===== src/rtl/uart_pkg.sv =====
// Shared UART definitions: receive FSM encoding, data-length codes, oversampling constants.
package uart_pkg;

  typedef enum logic [2:0] {
    ST_IDLE,
    ST_START,
    ST_DATA,
    ST_PARITY,
    ST_STOP,
    ST_BRK_WAIT
  } uart_rx_state_t;

  localparam logic [1:0] UART_LEN_5 = 2'b00;
  localparam logic [1:0] UART_LEN_6 = 2'b01;
  localparam logic [1:0] UART_LEN_7 = 2'b10;
  localparam logic [1:0] UART_LEN_8 = 2'b11;

  localparam int unsigned UART_OVERSAMPLE = 16;
  localparam int unsigned UART_MID        = 7;

  // Index of the last data bit for a length code (5..8 bits -> 4..7).
  function automatic logic [2:0] uart_last_bit(input logic [1:0] len);
    return {1'b1, len};
  endfunction

endpackage


===== src/rtl/uart_sync_cell.sv =====
// N-flop synchroniser for asynchronous idle-high inputs; all stages reset to 1.
module uart_sync_cell #(
  parameter int unsigned STAGES = 2
) (
  input  logic sys_clk,
  input  logic rst_b,
  input  logic d,
  output logic q
);

  logic [STAGES-1:0] ff;

  always_ff @(posedge sys_clk or negedge rst_b) begin
    if (!rst_b) ff <= '1;
    else        ff <= {ff[STAGES-2:0], d};
  end

  assign q = ff[STAGES-1];

endmodule


===== src/rtl/uart_rx_frame.sv =====
// UART receive engine: start validation, mid-bit sampling of 5-8 data bits,
// optional parity and first stop bit, one-cycle valid pulse with status.
module uart_rx_frame
  import uart_pkg::*;
#(
  parameter int unsigned SYNC_STAGES = 2
) (
  input  logic       sys_clk,
  input  logic       rst_b,
  input  logic       receive_clk_en,
  input  logic       uart_rxd,
  input  logic [1:0] ctrl_rx_data_len,
  input  logic       ctrl_rx_parity_en,
  input  logic       ctrl_rx_parity_even,
  input  logic       ctrl_rx_abort,
  output logic [7:0] rx_data,
  output logic       rx_data_vld,
  output logic       rx_parity_err,
  output logic       rx_frame_err,
  output logic       rx_break,
  output logic       rx_busy
);

  localparam logic [3:0] TICK_MID  = 4'(UART_MID);
  localparam logic [3:0] TICK_LAST = 4'(UART_OVERSAMPLE - 1);

  logic           rxd_s;
  uart_rx_state_t state;
  logic [3:0]     tick_cnt;
  logic [2:0]     bit_cnt;
  logic [1:0]     len_q;
  logic           par_en_q;
  logic           par_even_q;
  logic [7:0]     data_reg;
  logic           data_xor;
  logic           all_zero;
  logic           perr_q;

  uart_sync_cell #(
    .STAGES (SYNC_STAGES)
  ) u_rxd_sync (
    .sys_clk (sys_clk),
    .rst_b   (rst_b),
    .d       (uart_rxd),
    .q       (rxd_s)
  );

  // Frame FSM with counters, accumulators and registered outputs.
  always_ff @(posedge sys_clk or negedge rst_b) begin
    if (!rst_b) begin
      state         <= ST_IDLE;
      tick_cnt      <= 4'd0;
      bit_cnt       <= 3'd0;
      len_q         <= UART_LEN_8;
      par_en_q      <= 1'b0;
      par_even_q    <= 1'b0;
      data_reg      <= 8'd0;
      data_xor      <= 1'b0;
      all_zero      <= 1'b0;
      perr_q        <= 1'b0;
      rx_data       <= 8'd0;
      rx_data_vld   <= 1'b0;
      rx_parity_err <= 1'b0;
      rx_frame_err  <= 1'b0;
      rx_break      <= 1'b0;
      rx_busy       <= 1'b0;
    end else begin
      rx_data_vld <= 1'b0;
      if (ctrl_rx_abort) begin
        state    <= ST_IDLE;
        tick_cnt <= 4'd0;
        bit_cnt  <= 3'd0;
        rx_busy  <= 1'b0;
      end else if (receive_clk_en) begin
        tick_cnt <= tick_cnt + 4'd1;
        case (state)
          ST_IDLE: begin
            if (!rxd_s) begin
              state      <= ST_START;
              tick_cnt   <= 4'd0;
              rx_busy    <= 1'b1;
              len_q      <= ctrl_rx_data_len;
              par_en_q   <= ctrl_rx_parity_en;
              par_even_q <= ctrl_rx_parity_even;
              data_reg   <= 8'd0;
              data_xor   <= 1'b0;
              all_zero   <= 1'b1;
              perr_q     <= 1'b0;
            end
          end
          ST_START: begin
            if (tick_cnt == TICK_MID) begin
              if (rxd_s) begin
                state   <= ST_IDLE;
                rx_busy <= 1'b0;
              end else begin
                state    <= ST_DATA;
                tick_cnt <= 4'd0;
                bit_cnt  <= 3'd0;
              end
            end
          end
          ST_DATA: begin
            if (tick_cnt == TICK_LAST) begin
              data_reg[bit_cnt] <= rxd_s;
              data_xor          <= data_xor ^ rxd_s;
              all_zero          <= all_zero & ~rxd_s;
              bit_cnt           <= bit_cnt + 3'd1;
              if (bit_cnt == uart_last_bit(len_q))
                state <= par_en_q ? ST_PARITY : ST_STOP;
            end
          end
          ST_PARITY: begin
            if (tick_cnt == TICK_LAST) begin
              perr_q   <= data_xor ^ rxd_s ^ ~par_even_q;
              all_zero <= all_zero & ~rxd_s;
              state    <= ST_STOP;
            end
          end
          ST_STOP: begin
            if (tick_cnt == TICK_LAST) begin
              rx_data       <= data_reg;
              rx_parity_err <= perr_q;
              rx_frame_err  <= ~rxd_s;
              rx_break      <= all_zero & ~rxd_s;
              rx_data_vld   <= 1'b1;
              // A low stop bit parks the FSM until the line returns high.
              if (rxd_s) begin
                state   <= ST_IDLE;
                rx_busy <= 1'b0;
              end else begin
                state <= ST_BRK_WAIT;
              end
            end
          end
          ST_BRK_WAIT: begin
            if (rxd_s) begin
              state   <= ST_IDLE;
              rx_busy <= 1'b0;
            end
          end
          default: begin
            state   <= ST_IDLE;
            rx_busy <= 1'b0;
          end
        endcase
      end
    end
  end

endmodule


===== config.mk =====
export PLATFORM = sky130hd
export DESIGN_NAME = uart_rx_frame
export DESIGN_NICKNAME = d
export VERILOG_FILES = /design/src/rtl/uart_pkg.sv /design/src/rtl/uart_sync_cell.sv /design/src/rtl/uart_rx_frame.sv
export SDC_FILE = /design/constraint.sdc
export NUM_CORES = 1
export LEC_CHECK = 0
export CELL_PAD_IN_SITES_DETAIL_PLACEMENT = 0
export CELL_PAD_IN_SITES_GLOBAL_PLACEMENT = 2
export CORE_UTILIZATION = 39
export DETAILED_ROUTE_END_ITERATION = 16
export PLACE_DENSITY_LB_ADDON = 0.1
export SYNTH_ARGS = -nofsm -noshare
export SYNTH_HDL_FRONTEND = slang
export SYNTH_SLANG_ARGS = --single-unit

===== constraint.sdc =====
create_clock -name sys_clk -period 2.8 [get_ports sys_clk]
set_input_delay 0.56 -clock sys_clk [delete_from_list [all_inputs] [get_ports sys_clk]]
set_output_delay 0.56 -clock sys_clk [all_outputs]
set_load 0.02 [all_outputs]

# --- Word-level counts from Yosys, hierarchy flattened ---
# Index checks and enable logic that the tools add are counted.
word_totals:
  in_bits: 9
  output_inout_bits: 13
  register_bits: 40
  elab_cells: 112
classes:
  bitwise_logic: 6
  magnitude_cmp: 2
  n_addsub: 2
  muxes: 48
  n_reduce_logical: 16
  n_eq_ne: 21
ops:
  columns: ["operator", "count"]
  rows:
  - ["3-bit two-way mux", 16]
  - ["5-bit AND reduction", 5]
  - ["3-bit != test, second input constant", 7]
  - ["3-bit case mux with 6 select lines", 1]
  - ["4-bit two-way mux", 4]
  - ["8-bit two-way mux", 2]
  - ["8-bit case mux with 2 select lines", 1]
  - ["1-bit two-way mux", 15]
  - ["8-bit bitwise mux", 1]
  - ["4-bit case mux with 2 select lines", 1]
  - ["4-bit AND reduction", 2]
  - ["8-bit AND reduction", 1]
  - ["2-bit nonzero test", 4]
  - ["3-bit by 2-bit == test with 1-bit output, second input constant", 2]
  - ["3-bit == test, second input constant", 2]
  - ["2-bit != test, second input constant", 3]
  - ["1-bit case mux with 2 select lines", 3]
  - ["3-bit case mux with 2 select lines", 1]
  - ["1-bit case mux with 5 select lines", 1]
  - ["4-bit by 1-bit adder with 4-bit output, second input constant", 1]
  - ["4-bit by 3-bit == test with 1-bit output, second input constant", 1]
  - ["4-bit == test, second input constant", 1]
  - ["3-bit by 4-bit less-than comparator with 1-bit output, second input constant", 1]
  - ["2-bit by 1-bit != test with 1-bit output, second input constant", 2]
  - ["other kinds (14)", 17]

# --- Longest topological paths before layout ---
logic_depth:
  word_depth: 7
  mapped_depth: 6
  ltp_nobuf: 6

# --- Modules after synthesis ---
# A second synthesis with hierarchy kept.
unflattened:
  cells_unflattened: 202
  area_unflattened_um2: 2037.0
by_module_without_submodules:
  columns: ["mod", "cells_each", "area_each_um2", "instances"]
  rows:
  - ["uart_rx_frame", 200, 1984.4, 1]
  - ["uart_sync_cell", 2, 52.6, 1]

# --- Least setup slack after synthesis ---
# No wires, ideal clock.
synth_path:
  path_type: "input -> register"
  startpoint: "input ctrl_rx_abort"
  endpoint: "register state[2]"
  required_time_ns: 2.672
  slack_ns: 1.055
  cell_stages: 5
  setup_ns: 0.128
  t_arrival_ns: 1.617
  n_path_buf: 0
  cell_sequence: "nor2_1 > nor4bb_1 > o32ai_2 > o211ai_2 > mux2_1"
synth_between:
  elab_chain_cells: 2
  elab_cells_between_ends: 10
  classes_between: "7 x eq/ne; 1 x mux; 2 x reduce/logical"
synth_rtl:
  columns: ["element", "line", "source"]
  rows:
  - ["start, declared", "uart_rx_frame.sv:15", "input logic ctrl_rx_abort,"]
  - ["3-bit by 2-bit != test with 1-bit output (no source line), or another cell as far along", null, null]
  - ["8-bit AND reduction (no source line)", null, null]
  - ["end signal, assigned", "uart_rx_frame.sv:110", "state <= par_en_q ? ST_PARITY : ST_STOP;"]
  - ["end, declared", "uart_rx_frame.sv:28", "uart_rx_state_t state;"]
# Several ways; a longest one is shown, not always the timed one.
# A chain may end at the register's enable or synchronous reset.

# --- Final worst setup path ---
# Ends and elaborated chain as after synthesis.

==> run metrics <==
DRT iter0 DRCs=80; setup repair after global routing missed its margin=no; global placement routability congestion=0.876; total power draw=1.53 mW; filler cell count=504; post-CTS setup buffer count=0; remaining antenna violation count=0; switching power=509 uW; endpoints failing hold=0; Syn Area/Cell=around 10 um2; Hold Path Depth=0; yosys synthesis warning count=0; Port Buffers=21; dominant combinational cell family by area after synthesis=compound AO/OA/AOI/OAI gates; Final period util=0.761; kind of critical path=in -> reg; clock tree from TritonCTS=built; Sequential Power Share=0.490; switching power share of the total=0.333; share of cells above drive strength 1=0.152; fin nets=234; via count=1579; total wire length=~4500 um; number of core rows=26; remaining max-slew budget at the tightest pin=0.420; endpoints failing setup=0; wire length of the first global-routing pass=7570 um; actual slew at the worst max-slew pin=approximately 0.87 ns; post-synthesis to final-layout area growth=16.9%; Die Width=74.9 um; accumulated negative setup slack=0 ns; Max VDD drop=296 uV; clock edge transition at the registers on the reported setup and hold paths=0.08 ns; type of element capturing the critical path=flip-flop; placed cell area=0.00232 mm2; share of cell area taken by muxes after synthesis=0.0864; number of storage elements in the synthesis netlist=40; Final Core Density=0.474; area of combinational cells with multiple inputs=978 um2; Final Instance Area=0.00242 mm2; effective utilization at floorplan=0.405; cell area after technology mapping=0.00207 mm2; share of the synthesized area in compound gates (AO/OA/AOI/OAI)=0.187; top-level I/O count=22; part of the power in combinational logic=0.245; post-cts sizing count=0; power per unit of standard cell area=about 630 mW/mm2; simple-gate share of the synthesized area=0.170; final period demand of the worst path=2.13 ns; Vias per Instance=between 5 and 6; max-cap violations=0; area enclosed by the die boundary=approximately 0.0056 mm2; total internal power=approximately 1 mW; xor/xnor share of the synthesized area=0.0169; grt ovf=0; worst reg-to-reg path cell count=3; sequential fraction of the synthesis area=0.486; Leakage=1.03 nW; Hold/Removal Path Class=reg -> reg; top cell type's share of synthesized area=0.435; dpl hpwl=3290 um; Req. time, crit path=2.98 ns; Bufs on Longest Clock Path=2; cts bufs inserted=5; CP startpoint kind=input port; vertical die dimension=74.9 um; Clock Sink Count=40; run status=finished, final reports clean; Initial DRT Pass Iterations=4; Fmax achieved=469 MHz; diode insertion count for antenna repair=0; count of hold-fix buffers inserted at cts=0; Distinct cells, synth=49; insertion delay of the later-clocked pin in the worst-skew pair=0.29 ns; cell types occupying the most area after synthesis=sky130_fd_sc_hd__dfrtp_1 (44%), sky130_fd_sc_hd__mux2_1 (5.4%), sky130_fd_sc_hd__dfstp_2 (5.1%); via count of the first global-routing pass=1519; critical path arrival=2.31 ns; cell with the most instances after synthesis=sky130_fd_sc_hd__dfrtp_1; Max Fanout on Critical Path=5; Mapped Nets=215; largest area contributor in the synthesized netlist=sky130_fd_sc_hd__dfrtp_1; Clock Power Share=0.265; number of enable flip-flop cells after synthesis=0; Seq. cell area=0.00101 mm2; pin count of the biggest net entering global routing=a little over 40; setup skew after layout=0.00526 ns; detailed-route wire length per cell=~15 um; initial antenna violation count=0; placeable core region=0.00511 mm2; total number of H-tree levels=2; adder-cell share of the synthesized area=0.0121; number of slew-limit violations in the final report=0; DRC viols=0; flip-flop cell with the highest count after synthesis=sky130_fd_sc_hd__dfrtp_1; most frequent cells after synthesis=sky130_fd_sc_hd__dfrtp_1 (36), sky130_fd_sc_hd__o21ai_0 (20), sky130_fd_sc_hd__nand2_1 (19), sky130_fd_sc_hd__a21oi_1 (12), sky130_fd_sc_hd__nor2_1 (12); GRT Util Overall=0.184; Synth async-reset ratio=1.00; Mapped Cells=204; cell at the root of the clock tree=sky130_fd_sc_hd__clkbuf_8
==> cell type report <==
type / count / share of cell area
multi-input combinational: 146 / 0.404
tap: 70 / 0.0362
timing repair buffer: 24 / 0.0941
inverter: 6 / 0.00931
clock buffer: 6 / 0.0341
sequential: 40 / 0.416
clock inverter: 2 / 0.00620
==> placed cells by master (no fill, tap or decap), types with 2 or more instances in the layout <==
master	count
sky130_fd_sc_hd__nor2b_1	4
sky130_fd_sc_hd__or2_2	3
sky130_fd_sc_hd__nand3_1	4
sky130_fd_sc_hd__clkdlybuf4s50_1	20
sky130_fd_sc_hd__o21ai_0	20
sky130_fd_sc_hd__o21ai_1	4
sky130_fd_sc_hd__nor4_1	2
sky130_fd_sc_hd__clkinvlp_4	2
sky130_fd_sc_hd__mux2_1	10
sky130_fd_sc_hd__nor3_1	3
sky130_fd_sc_hd__nand2b_1	6
sky130_fd_sc_hd__o211ai_1	2
sky130_fd_sc_hd__ha_1	2
sky130_fd_sc_hd__inv_1	6
sky130_fd_sc_hd__mux2_2	5
sky130_fd_sc_hd__xnor2_1	3
sky130_fd_sc_hd__clkbuf_8	6
sky130_fd_sc_hd__buf_4	3
sky130_fd_sc_hd__nand2_1	19
sky130_fd_sc_hd__dfstp_2	4
sky130_fd_sc_hd__dfrtp_1	36
sky130_fd_sc_hd__nor2_1	12
sky130_fd_sc_hd__a31oi_1	3
sky130_fd_sc_hd__and3_1	2
sky130_fd_sc_hd__o31ai_1	3
sky130_fd_sc_hd__a22o_1	4
sky130_fd_sc_hd__a21o_1	2
sky130_fd_sc_hd__a21oi_1	12
==> final timing paths <==
check | startpoint | end | slack [ns]
max | ctrl_rx_abort | state[2] | 0.67
min | u_rxd_sync.ff[0] | u_rxd_sync.ff[1] | 0.36
max reg2reg | state[1] | rx_data[3] | 0.79
min reg2reg | u_rxd_sync.ff[0] | u_rxd_sync.ff[1] | 0.36
max in group asynchronous | rst_b | bit_cnt[1] | 1.87
min in group asynchronous | rst_b | state[0] | 0.38
==> worst max-delay path: stages <==
cell	delay (ns)
sky130_fd_sc_hd__clkdlybuf4s50_1	0.49
sky130_fd_sc_hd__nor2_1	0.22
sky130_fd_sc_hd__nor4bb_1	0.39
sky130_fd_sc_hd__o32ai_2	0.16
sky130_fd_sc_hd__o211ai_2	0.15
sky130_fd_sc_hd__mux2_1	0.34
==> logic make-up after synthesis <==
family,after synthesis
XOR/XNOR,4
buffers and inverters,18
adder cells (fa/ha/maj),2
AND/OR/NAND/NOR,66
flip-flops,40
multiplexers,16
AO/OA/AOI/OAI,58
==> power groups by stage <==
stage | Sequential, mW | Clock (mW) | Combinational (mW)
after detailed placement | 0.758 | 0 | 0.377
after global routing | 0.762 | 0.447 | 0.421
final | 0.749 | 0.404 | 0.374
after global placement | 0.760 | 0 | 0.382
after floorplan | 0.711 | 0 | 0.324
after CTS | 0.747 | 0.426 | 0.379
==> routing by layer <==
| metal | GRT usage | part of all wire | vias up |
|---|---|---|---|
| met2 | 0.283 | 0.47 | 32 |
| met3 | 0.0428 | 0.036 | 7 |
| met5 | 0 | 0 | - |
| met1 | 0.254 | 0.48 | 778 |
| li1 | - | - | 762 |
| met4 | 0.0629 | 0.011 | 0 |
==> through the flow <==
stage | setup WS, ns | cells | hold slack [ns]
finish | 0.668 | 294 | 0.363
global placement | 0.409 | 286 | 0.350
detailed placement | 0.351 | 286 | 0.351
global route | 0.490 | 294 | 0.366
CTS | 0.662 | 294 | 0.366
floorplan | 1.06 | 204 | 0.264
Power figures use the tool's default switching activity.
